**config.mk**
```make
export PLATFORM = sky130hd
export DESIGN_NAME = alu_arbiter
export DESIGN_NICKNAME = d
export VERILOG_FILES = /design/src/rtl/alu_arbiter.sv
export SDC_FILE = /design/constraint.sdc
export NUM_CORES = 1
export LEC_CHECK = 0
export ABC_AREA = 1
export BUFFER_PORTS_ARGS = -buffer_cell sky130_fd_sc_hd__clkbuf_2
export CAP_MARGIN = 30
export CORE_ASPECT_RATIO = 1.25
export CORE_UTILIZATION = 44
export DETAILED_ROUTE_END_ITERATION = 6
export PLACE_DENSITY = 0.72
export SYNTH_ARGS = -nofsm -noshare
export SYNTH_HDL_FRONTEND = slang
export SYNTH_SLANG_ARGS = --single-unit
export TNS_END_PERCENT = 1
```
**constraint.sdc**
```tcl
create_clock -name clk_i -period 2.5 [get_ports clk_i]
set_input_delay 0.375 -clock clk_i [delete_from_list [all_inputs] [get_ports clk_i]]
set_output_delay 0.375 -clock clk_i [all_outputs]
set_load 0.02 [all_outputs]
```
**src/rtl/alu_arbiter.sv**
```systemverilog
// alu_arbiter
// Shares one external combinational 8-bit ALU between two valid/ready requesters.
// One op is in flight at a time: accept -> hold ALU inputs for EXEC_CYCLES ->
// latch masked result/flags -> hand the response back to the owner.
module alu_arbiter #(
  parameter int unsigned EXEC_CYCLES = 1,    // 1..15
  parameter bit          FIXED_PRIO  = 1'b0  // 1: r0 always wins contention
) (
  input  logic       clk_i,
  input  logic       rst_n_i,
  // requester 0
  input  logic       r0_req_valid_i,
  output logic       r0_req_ready_o,
  input  logic [2:0] r0_opcode_i,
  input  logic [7:0] r0_rs_i,
  input  logic [7:0] r0_rt_i,
  output logic       r0_rsp_valid_o,
  input  logic       r0_rsp_ready_i,
  // requester 1
  input  logic       r1_req_valid_i,
  output logic       r1_req_ready_o,
  input  logic [2:0] r1_opcode_i,
  input  logic [7:0] r1_rs_i,
  input  logic [7:0] r1_rt_i,
  output logic       r1_rsp_valid_o,
  input  logic       r1_rsp_ready_i,
  // shared response payload
  output logic [7:0] rsp_result_o,
  output logic       rsp_set_o,
  output logic       rsp_zero_o,
  // ALU side
  output logic [2:0] alu_opcode_o,
  output logic [7:0] alu_rs_o,
  output logic [7:0] alu_rt_o,
  input  logic [7:0] alu_result_i,
  input  logic       alu_set_i,
  input  logic       alu_zero_i,
  output logic       busy_o
);

  typedef enum logic [1:0] {IDLE, EXEC, RESP} state_t;

  localparam logic [2:0] OP_SLT   = 3'b101;
  localparam logic [2:0] OP_SEQ   = 3'b111;
  localparam logic [3:0] LAST_CNT = 4'(EXEC_CYCLES - 1);

  state_t     r_state, w_state_nxt;
  logic [3:0] r_cnt;
  logic [2:0] r_opcode;
  logic [7:0] r_rs, r_rt;
  logic       r_owner, r_last_grant;
  logic [7:0] r_result;
  logic       r_set, r_zero;

  logic [1:0] w_req_vld;
  logic       w_grant;
  logic       w_accept;
  logic       w_latch;
  logic       w_owner_rdy;
  logic [2:0] w_sel_opcode;
  logic [7:0] w_sel_rs, w_sel_rt;
  logic [7:0] w_m_result;
  logic       w_m_set, w_m_zero;

  assign w_req_vld   = {r1_req_valid_i, r0_req_valid_i};
  assign w_owner_rdy = r_owner ? r1_rsp_ready_i : r0_rsp_ready_i;

  // Grant select: a lone requester wins; on contention r0 (fixed) or the one not served last.
  always_comb begin
    w_grant = 1'b0;
    if (w_req_vld == 2'b10)      w_grant = 1'b1;
    else if (w_req_vld == 2'b11) w_grant = FIXED_PRIO ? 1'b0 : ~r_last_grant;
  end

  // Operand mux for the winning requester.
  always_comb begin
    w_sel_opcode = r0_opcode_i;
    w_sel_rs     = r0_rs_i;
    w_sel_rt     = r0_rt_i;
    if (w_grant) begin
      w_sel_opcode = r1_opcode_i;
      w_sel_rs     = r1_rs_i;
      w_sel_rt     = r1_rt_i;
    end
  end

  // Next state plus accept/latch strobes.
  always_comb begin
    w_state_nxt = r_state;
    w_accept    = 1'b0;
    w_latch     = 1'b0;
    case (r_state)
      IDLE: begin
        if (|w_req_vld) begin
          w_accept    = 1'b1;
          w_state_nxt = EXEC;
        end
      end
      EXEC: begin
        if (r_cnt == LAST_CNT) begin
          w_latch     = 1'b1;
          w_state_nxt = RESP;
        end
      end
      RESP: begin
        if (w_owner_rdy) w_state_nxt = IDLE;
      end
      default: w_state_nxt = IDLE;
    endcase
  end

  // The ALU leaves stale flags around; keep only the one field each opcode defines.
  always_comb begin
    w_m_result = alu_result_i;
    w_m_set    = 1'b0;
    w_m_zero   = 1'b0;
    case (r_opcode)
      OP_SLT: begin
        w_m_result = '0;
        w_m_set    = alu_set_i;
      end
      OP_SEQ: begin
        w_m_result = '0;
        w_m_zero   = alu_zero_i;
      end
      default: ;
    endcase
  end

  // State register.
  always_ff @(posedge clk_i or negedge rst_n_i) begin
    if (!rst_n_i) r_state <= IDLE;
    else          r_state <= w_state_nxt;
  end

  // Settle counter: cleared on accept, counts EXEC cycles.
  always_ff @(posedge clk_i or negedge rst_n_i) begin
    if (!rst_n_i)              r_cnt <= '0;
    else if (w_accept)         r_cnt <= '0;
    else if (r_state == EXEC)  r_cnt <= r_cnt + 4'd1;
  end

  // Capture the granted request and remember who was served for round-robin.
  always_ff @(posedge clk_i or negedge rst_n_i) begin
    if (!rst_n_i) begin
      r_opcode     <= '0;
      r_rs         <= '0;
      r_rt         <= '0;
      r_owner      <= 1'b0;
      r_last_grant <= 1'b1;
    end else if (w_accept) begin
      r_opcode     <= w_sel_opcode;
      r_rs         <= w_sel_rs;
      r_rt         <= w_sel_rt;
      r_owner      <= w_grant;
      r_last_grant <= w_grant;
    end
  end

  // Response payload: latched on the last EXEC cycle, held until the next latch.
  always_ff @(posedge clk_i or negedge rst_n_i) begin
    if (!rst_n_i) begin
      r_result <= '0;
      r_set    <= 1'b0;
      r_zero   <= 1'b0;
    end else if (w_latch) begin
      r_result <= w_m_result;
      r_set    <= w_m_set;
      r_zero   <= w_m_zero;
    end
  end

  // Ready is gated by reset so nothing reads as accepted while held in reset.
  assign r0_req_ready_o = rst_n_i & (r_state == IDLE) & r0_req_valid_i & ~w_grant;
  assign r1_req_ready_o = rst_n_i & (r_state == IDLE) & r1_req_valid_i &  w_grant;

  assign r0_rsp_valid_o = (r_state == RESP) & ~r_owner;
  assign r1_rsp_valid_o = (r_state == RESP) &  r_owner;

  assign rsp_result_o = r_result;
  assign rsp_set_o    = r_set;
  assign rsp_zero_o   = r_zero;

  assign alu_opcode_o = (r_state == IDLE) ? 3'b000 : r_opcode;
  assign alu_rs_o     = (r_state == IDLE) ? 8'h00  : r_rs;
  assign alu_rt_o     = (r_state == IDLE) ? 8'h00  : r_rt;

  assign busy_o = (r_state != IDLE);

endmodule

```
==> results of run 1 <==
path summary, 6_finish.rpt:
| kind | start | to | slack, ps | cells past startpoint |
|---|---|---|---|---|
| min reg2reg | r_last_grant$_DFFE_PN1P_ | r_last_grant$_DFFE_PN1P_ | 470 | 2 |
| min | rst_n_i | r_cnt[2]$_DFFE_PN0P_ | 190 | 2 |
| min in group clk_i | alu_result_i[6] | rsp_result_o[6]$_DFFE_PN0P_ | 330 | 3 |
| max | r_state[1]$_DFFE_PN0P_ | r1_req_ready_o | 480 | 5 |
| max reg2reg | r_last_grant$_DFFE_PN1P_ | r_rt[6]$_DFFE_PN0P_ | 1050 | 7 |
| max in group asynchronous | rst_n_i | r_last_grant$_DFFE_PN1P_ | 1960 | 2 |
synth_stat cells, drive strengths merged:
library cell	instances	area share, %
nand2	138	25
dfrtp	36	44
nor2	32	6.6
inv	27	4.9
nand3	25	6.7
buf	14	4.7
o21ai	11	4.5
ha	2	1.2
a21oi	1	0.24
dfstp	1	1.3
xor2	1	0.43
layout make-up:
| cell class | instances | area [sq um] | share of cell area [%] |
|---|---|---|---|
| multi-input cells | 210 | 924.6 | 35.02 |
| well taps | 58 | 72.57 | 2.749 |
| clock inverters | 3 | 65.06 | 2.464 |
| inverters | 27 | 101.3 | 3.839 |
| repair buffers | 93 | 480.5 | 18.20 |
| flip-flops and latches | 37 | 927.1 | 35.12 |
| clock buffers | 5 | 68.82 | 2.607 |
cells in the final DEF (no fill, tap or decap), drive strengths merged:
cell / count
nand2: 138
clkbuf: 92
dfrtp: 36
nor2: 32
inv: 27
nand3: 25
o21ai: 11
buf: 6
ha: 2
bufinv: 2
xor2: 1
a21oi: 1
clkinv: 1
dfstp: 1
flip-flops by register name, summed over array words and instances, names as in the netlist:
register,cells
r_opcode,3
rsp_result_o,8
r_cnt,4
r_state,2
rsp_set_o,1
rsp_zero_o,1
r_rt,8
r_rs,8
r_last_grant,1
r_owner,1
layer usage:
metal	track usage, %	up-vias	wire (um)
li1	-	1038	-
met1	25.44	910	2144
met2	37.63	65	2432
met3	5.523	5	237
met4	6.279	0	63
met5	0	-	0
report_power, final:
part | leakage [nW] | switching (mW) | internal [mW]
registers | 0.465 | 0.162 | 0.875
clock network | 0.0681 | 0.217 | 0.396
logic | 1.07 | 1.11 | 0.544
kinds of logic (layout without fill, tap and decap cells):
kind of cell	Yosys count	in the layout
AO/OA/AOI/OAI	12	12
XOR/XNOR	1	1
adder cells (fa/ha/maj)	2	2
buffers and inverters	41	128
flip-flops	37	37
AND/OR/NAND/NOR	195	195
critical path: cells and delay by family, from the launching register on:
kind / cells / cell delay, ps
and+or+nand+nor: 3 / 510
buffers and inverters: 2 / 430
DFF: 1 / 420
==> results by group, run 1 <==
Outcome
  – Outcome: completed

STA
  – Setup Viol. Count Final: 0
  – Worst slew margin: 68.82%
  – RSZ-0062 raised after global routing: false
  – Fin. max-slew vios: 0
  – Setup TNS: 0 ps
  – F_max: 494.4 MHz
  – Tightest hold margin: 191.1 ps
  – Final hold vios: 0
  – Clock Skew: 5.682 ps
  – Crit share post-route: 80.90%
  – Min Tclk post-route: 2023 ps
  – Fin worst setup slack: 477.4 ps
  – Worst-margin pin slew: 467.7 ps

Drt
  – Per-cell routed wire length: 11.27 um
  – DRC violations left: 0
  – Routed vias/inst: 4.661
  – Drt total wl: 4.879 mm
  – Final antenna-violating net count: 0
  – 1st-pass router iterations: 4
  – Initial drt markers: 91
  – Routed vias: 2018

CTS
  – CTS tree: built
  – Post-CTS Resized: 0
  – # H-tree levels: 2
  – Worst skew pair latency: 290 ps
  – Worst-case clock buffer depth: 2
  – Clock Sinks: 37
  – CTS Buf Count: 5
  – Clock root buffer: clkbuf_8
  – Postcts setup bufs: 0
  – Hold_buf cts: 0
  – Clock transition at path regs: 70 ps

Synthesis
  – Sequential area share after synthesis: 45.24%
  – Ys Warns: 0
  – Proportion of synthesized area in mux cells: 0%
  – Simple-gate portion of the synthesized area: 38.71%
  – Avg Cell Area, Syn: 7.116 sq um
  – Syn Inst Count: 288
  – Xor and xnor area share after synthesis: 0.4274%
  – Syn_nets: 344
  – Synth cell types: 19
  – Largest family of logic cells by synthesized area: simple AND/OR/NAND/NOR gates
  – Synthesis-stage register bit count: 37
  – Synth Area in Compound Gates: 4.762%
  – Post-Synthesis Cell Area: 2049 sq um
  – Synth Area in Adders: 1.221%

Floorplanning
  – Num rows: 27
  – Die Wd: 63.05 um
  – Full die area: 4937 sq um
  – Initial core utilization: 46.31%
  – I/O pin total: 88
  – Die Y: 78.31 um
  – Core area: 4425 sq um

Power and ir drop
  – Pleak: 1.605 nW
  – Power after layout: 3.301 mW
  – P per Cell Area: 1250 nW/um^2
  – Peak supply drop: 0.0005134 V

Setup path
  – Crit start category: register
  – Critical-path cell list: nor2_1, buf_4, nand2_1, nor2_1, clkbuf_2
  – Worst path max stage delay: 420 ps
  – Most frequent cell on the critical path: nor2_1
  – Critical path class: register to primary output
  – Crit path arrival time: 1650 ps
  – CP max FO: 11
  – Worst Setup End Kind: primary output
  – Slowest CP cell: dfrtp_1
  – Worst EP required: 2120 ps

Placed design
  – HPWL after detailed placement: 3.498 mm
  – Setup slack at placement: 680.3 ps
  – PortBufs: 87
  – Placed Instances: 425
  – Area after DPL: 2506 sq um
  – Placer Congestion: 0.7583

Final layout
  – Final core occ: 59.66%
  – Filler Cells Inserted: 463
  – Syn-to-layout area delta: 28.82%
  – Post-Layout Cell Count: 433
  – Final Cell Area: 2640 sq um
  – Layout cells sized above 1: 31.47%
  – Final #Nets: 430
  – N_diodes: 0

GRT
  – Vias in the first global route: 1884
  – GRT overflow: 0
  – Total Routing Usage GR: 21.44%
  – Initial antenna violation count: 0
  – Pin count of the biggest net entering global routing: 38
  – First-pass GRT wire length: 8.266 mm

Min path
  – Hold WC Path Type: primary input to asynchronous set/reset pin

Flow run
  – Max-cap viol count: 0
Note: power is estimated with default switching activity, not from simulation.
==> run 2: changes to the inputs <==
--- a/config.mk
+++ b/config.mk
@@ -9,9 +9,9 @@
 export BUFFER_PORTS_ARGS = -buffer_cell sky130_fd_sc_hd__clkbuf_2
 export CAP_MARGIN = 30
 export CORE_ASPECT_RATIO = 1.25
-export CORE_UTILIZATION = 44
+export CORE_UTILIZATION = 43
 export DETAILED_ROUTE_END_ITERATION = 6
-export PLACE_DENSITY = 0.72
+export PLACE_DENSITY = 0.73
 export SYNTH_ARGS = -nofsm -noshare
 export SYNTH_HDL_FRONTEND = slang
 export SYNTH_SLANG_ARGS = --single-unit
==> constraint.sdc (replaced) <==
create_clock -name clk_i -period 1.8 [get_ports clk_i]
set_input_delay 0.27 -clock clk_i [delete_from_list [all_inputs] [get_ports clk_i]]
set_output_delay 0.27 -clock clk_i [all_outputs]
set_load 0.02 [all_outputs]
==> run 2 against run 1 <==
Against the previous run: sequential cell count is the same; critical path type unchanged; clock-buffer cell count is the same; largest cell class unchanged; final cell count shrank 0.23%; total power grew 35%; non-clock buffer count is the same.
==> results by group, run 2 (synthesis results as in run 1) <==
CTS
  – Clock root buffer: clkbuf_8
  – Worst skew pair latency: 280 ps
  – Clock transition at path regs: 70 ps
  – Clock Sinks: 37
  – # H-tree levels: 2
  – CTS Buf Count: 5
  – CTS tree: built
  – Postcts setup bufs: 0
  – Worst-case clock buffer depth: 2

GRT
  – Initial antenna violation count: 0
  – Vias in the first global route: 1836
  – Pin count of the biggest net entering global routing: 38
  – GRT overflow: 0
  – First-pass GRT wire length: 7.893 mm
  – Total Routing Usage GR: 19.80%

Final layout
  – Final #Nets: 430
  – Register area: 927.1 sq um
  – Layout cells sized above 1: 31.55%
  – Area occupied by multi-input gates: 927.1 sq um
  – N_diodes: 0
  – Filler Cells Inserted: 446
  – Most frequent cells in the layout: nand2_1, clkbuf_2, dfrtp_1
  – Commonest non-fill, non-tap cell in the layout: nand2_1
  – Syn-to-layout area delta: 28.08%

STA
  – Final hold vios: 0
  – RSZ-0062 raised after global routing: false
  – Min Tclk post-route: 1662 ps
  – Setup Viol. Count Final: 0
  – Crit share post-route: 92.32%
  – Worst-margin pin slew: 459.3 ps
  – Fin. max-slew vios: 0
  – F_max: 601.8 MHz
  – Setup TNS: 0 ps
  – Clock Skew: 4.584 ps
  – Worst slew margin: 69.38%

Floorplanning
  – I/O pin total: 88
  – Full die area: 5048 sq um
  – Die Wd: 63.75 um
  – Die Y: 79.19 um
  – Num rows: 27
  – Core area: 4493 sq um
  – Initial core utilization: 45.61%

Setup path
  – Critical path class: register to primary output
  – CP max FO: 7
  – Worst EP required: 1530 ps
  – Most frequent cell on the critical path: nand2_1
  – Slowest CP cell: dfstp_2
  – Worst Setup End Kind: primary output
  – Crit path arrival time: 1390 ps
  – Crit start category: register
  – Critical-path cell list: nand2_1, nand2_1, nand2_1, nor2_1, clkbuf_2
  – Worst path max stage delay: 540 ps

Drt
  – Final antenna-violating net count: 0
  – DRC violations left: 0
  – Drt total wl: 4.617 mm
  – Initial drt markers: 78
  – 1st-pass router iterations: 4
  – Per-cell routed wire length: 10.69 um
  – Routed vias: 1970
  – Routed vias/inst: 4.560

Placed design
  – PortBufs: 87
  – HPWL after detailed placement: 3.417 mm
  – Placer Congestion: 0.7574

Min path
  – Hold WC Path Type: primary input to asynchronous set/reset pin

Power and ir drop
  – Switch Pwr: 2.045 mW
  – Int Power: 2.396 mW
  – Register share of total power: 32.4%
  – P per Cell Area: 1692 nW/um^2
  – Pleak: 1.595 nW
  – Comb pwr share: 52.3%
  – Peak supply drop: 0.0009236 V
  – Clock share of power: 15.4%
  – Sw frac: 46.05%
  – Power after layout: 4.441 mW

Flow run
  – Max-cap viol count: 0

Outcome
  – Outcome: completed
run 2: stage by stage:
| step | std cells | hold slack (ps) | setup WS, ps | instance area (sq um) | utilization [%] |
|---|---|---|---|---|---|
| finish | 432 | 46.04 | 138.2 | 2625 | 58.42 |
| CTS | 432 | 67.60 | 86.86 | 2623 | 58.37 |
| detailed placement | 425 | 382.4 | 406.6 | 2519 | 56.06 |
| global placement | 425 | 383.5 | 426.7 | 2519 | 56.06 |
| floorplan | 288 | -25.59 | 367.3 | 2049 | - |
| global route | 432 | 88.59 | 5.910 | 2625 | 58.42 |
run 2: timing repair:
action                                  in CTS  in global routing
endpoints found under the setup margin       0                  1
gates resized for setup                      0                  1
hold buffers                                 0                  0
run 2: metal layers:
layer / global-route usage, % / vias up / share of wire, %
met5: 0 / - / 0
met4: 6.136 / 0 / 1.2
met3: 4.454 / 6 / 6.0
met2: 33.62 / 67 / 48
met1: 24.82 / 860 / 45
li1: - / 1037 / -
run 2: path summary, 6_finish.rpt:
check | startpoint | endpoint | slack, ps | cells past startpoint
max | r_last_grant$_DFFE_PN1P_ | r0_req_ready_o | 140 | 5
min | rst_n_i | r_rs[4]$_DFFE_PN0P_ | 50 | 2
max reg2reg | r_cnt[0]$_DFFE_PN0P_ | rsp_result_o[3]$_DFFE_PN0P_ | 440 | 5
min reg2reg | r_rt[2]$_DFFE_PN0P_ | r_rt[2]$_DFFE_PN0P_ | 480 | 2
max in group asynchronous | rst_n_i | r_last_grant$_DFFE_PN1P_ | 1400 | 2
min in group clk_i | alu_result_i[4] | rsp_result_o[4]$_DFFE_PN0P_ | 230 | 3
run 2: cell type report:
type,count,share of cell area [%]
clock buffers,5,2.622
clock inverters,2,1.335
inverters,27,3.861
multi-input cells,210,35.32
flip-flops and latches,37,35.32
well taps,58,2.765
repair buffers,93,18.78
run 2: worst max-delay path: cells and delay by family, from the launching register on:
family	cells	cell delay [ps]
AND/OR/NAND/NOR	4	400
buffers and inverters	1	170
flip-flops	1	540
run 2: power by group through the flow:
stage	logic, mW	registers [mW]	clock network [mW]
floorplan	1.62	1.53	0
global placement	2.30	1.43	0
detailed placement	2.35	1.44	0
CTS	2.36	1.43	0.699
global route	2.60	1.48	0.729
finish	2.32	1.44	0.683
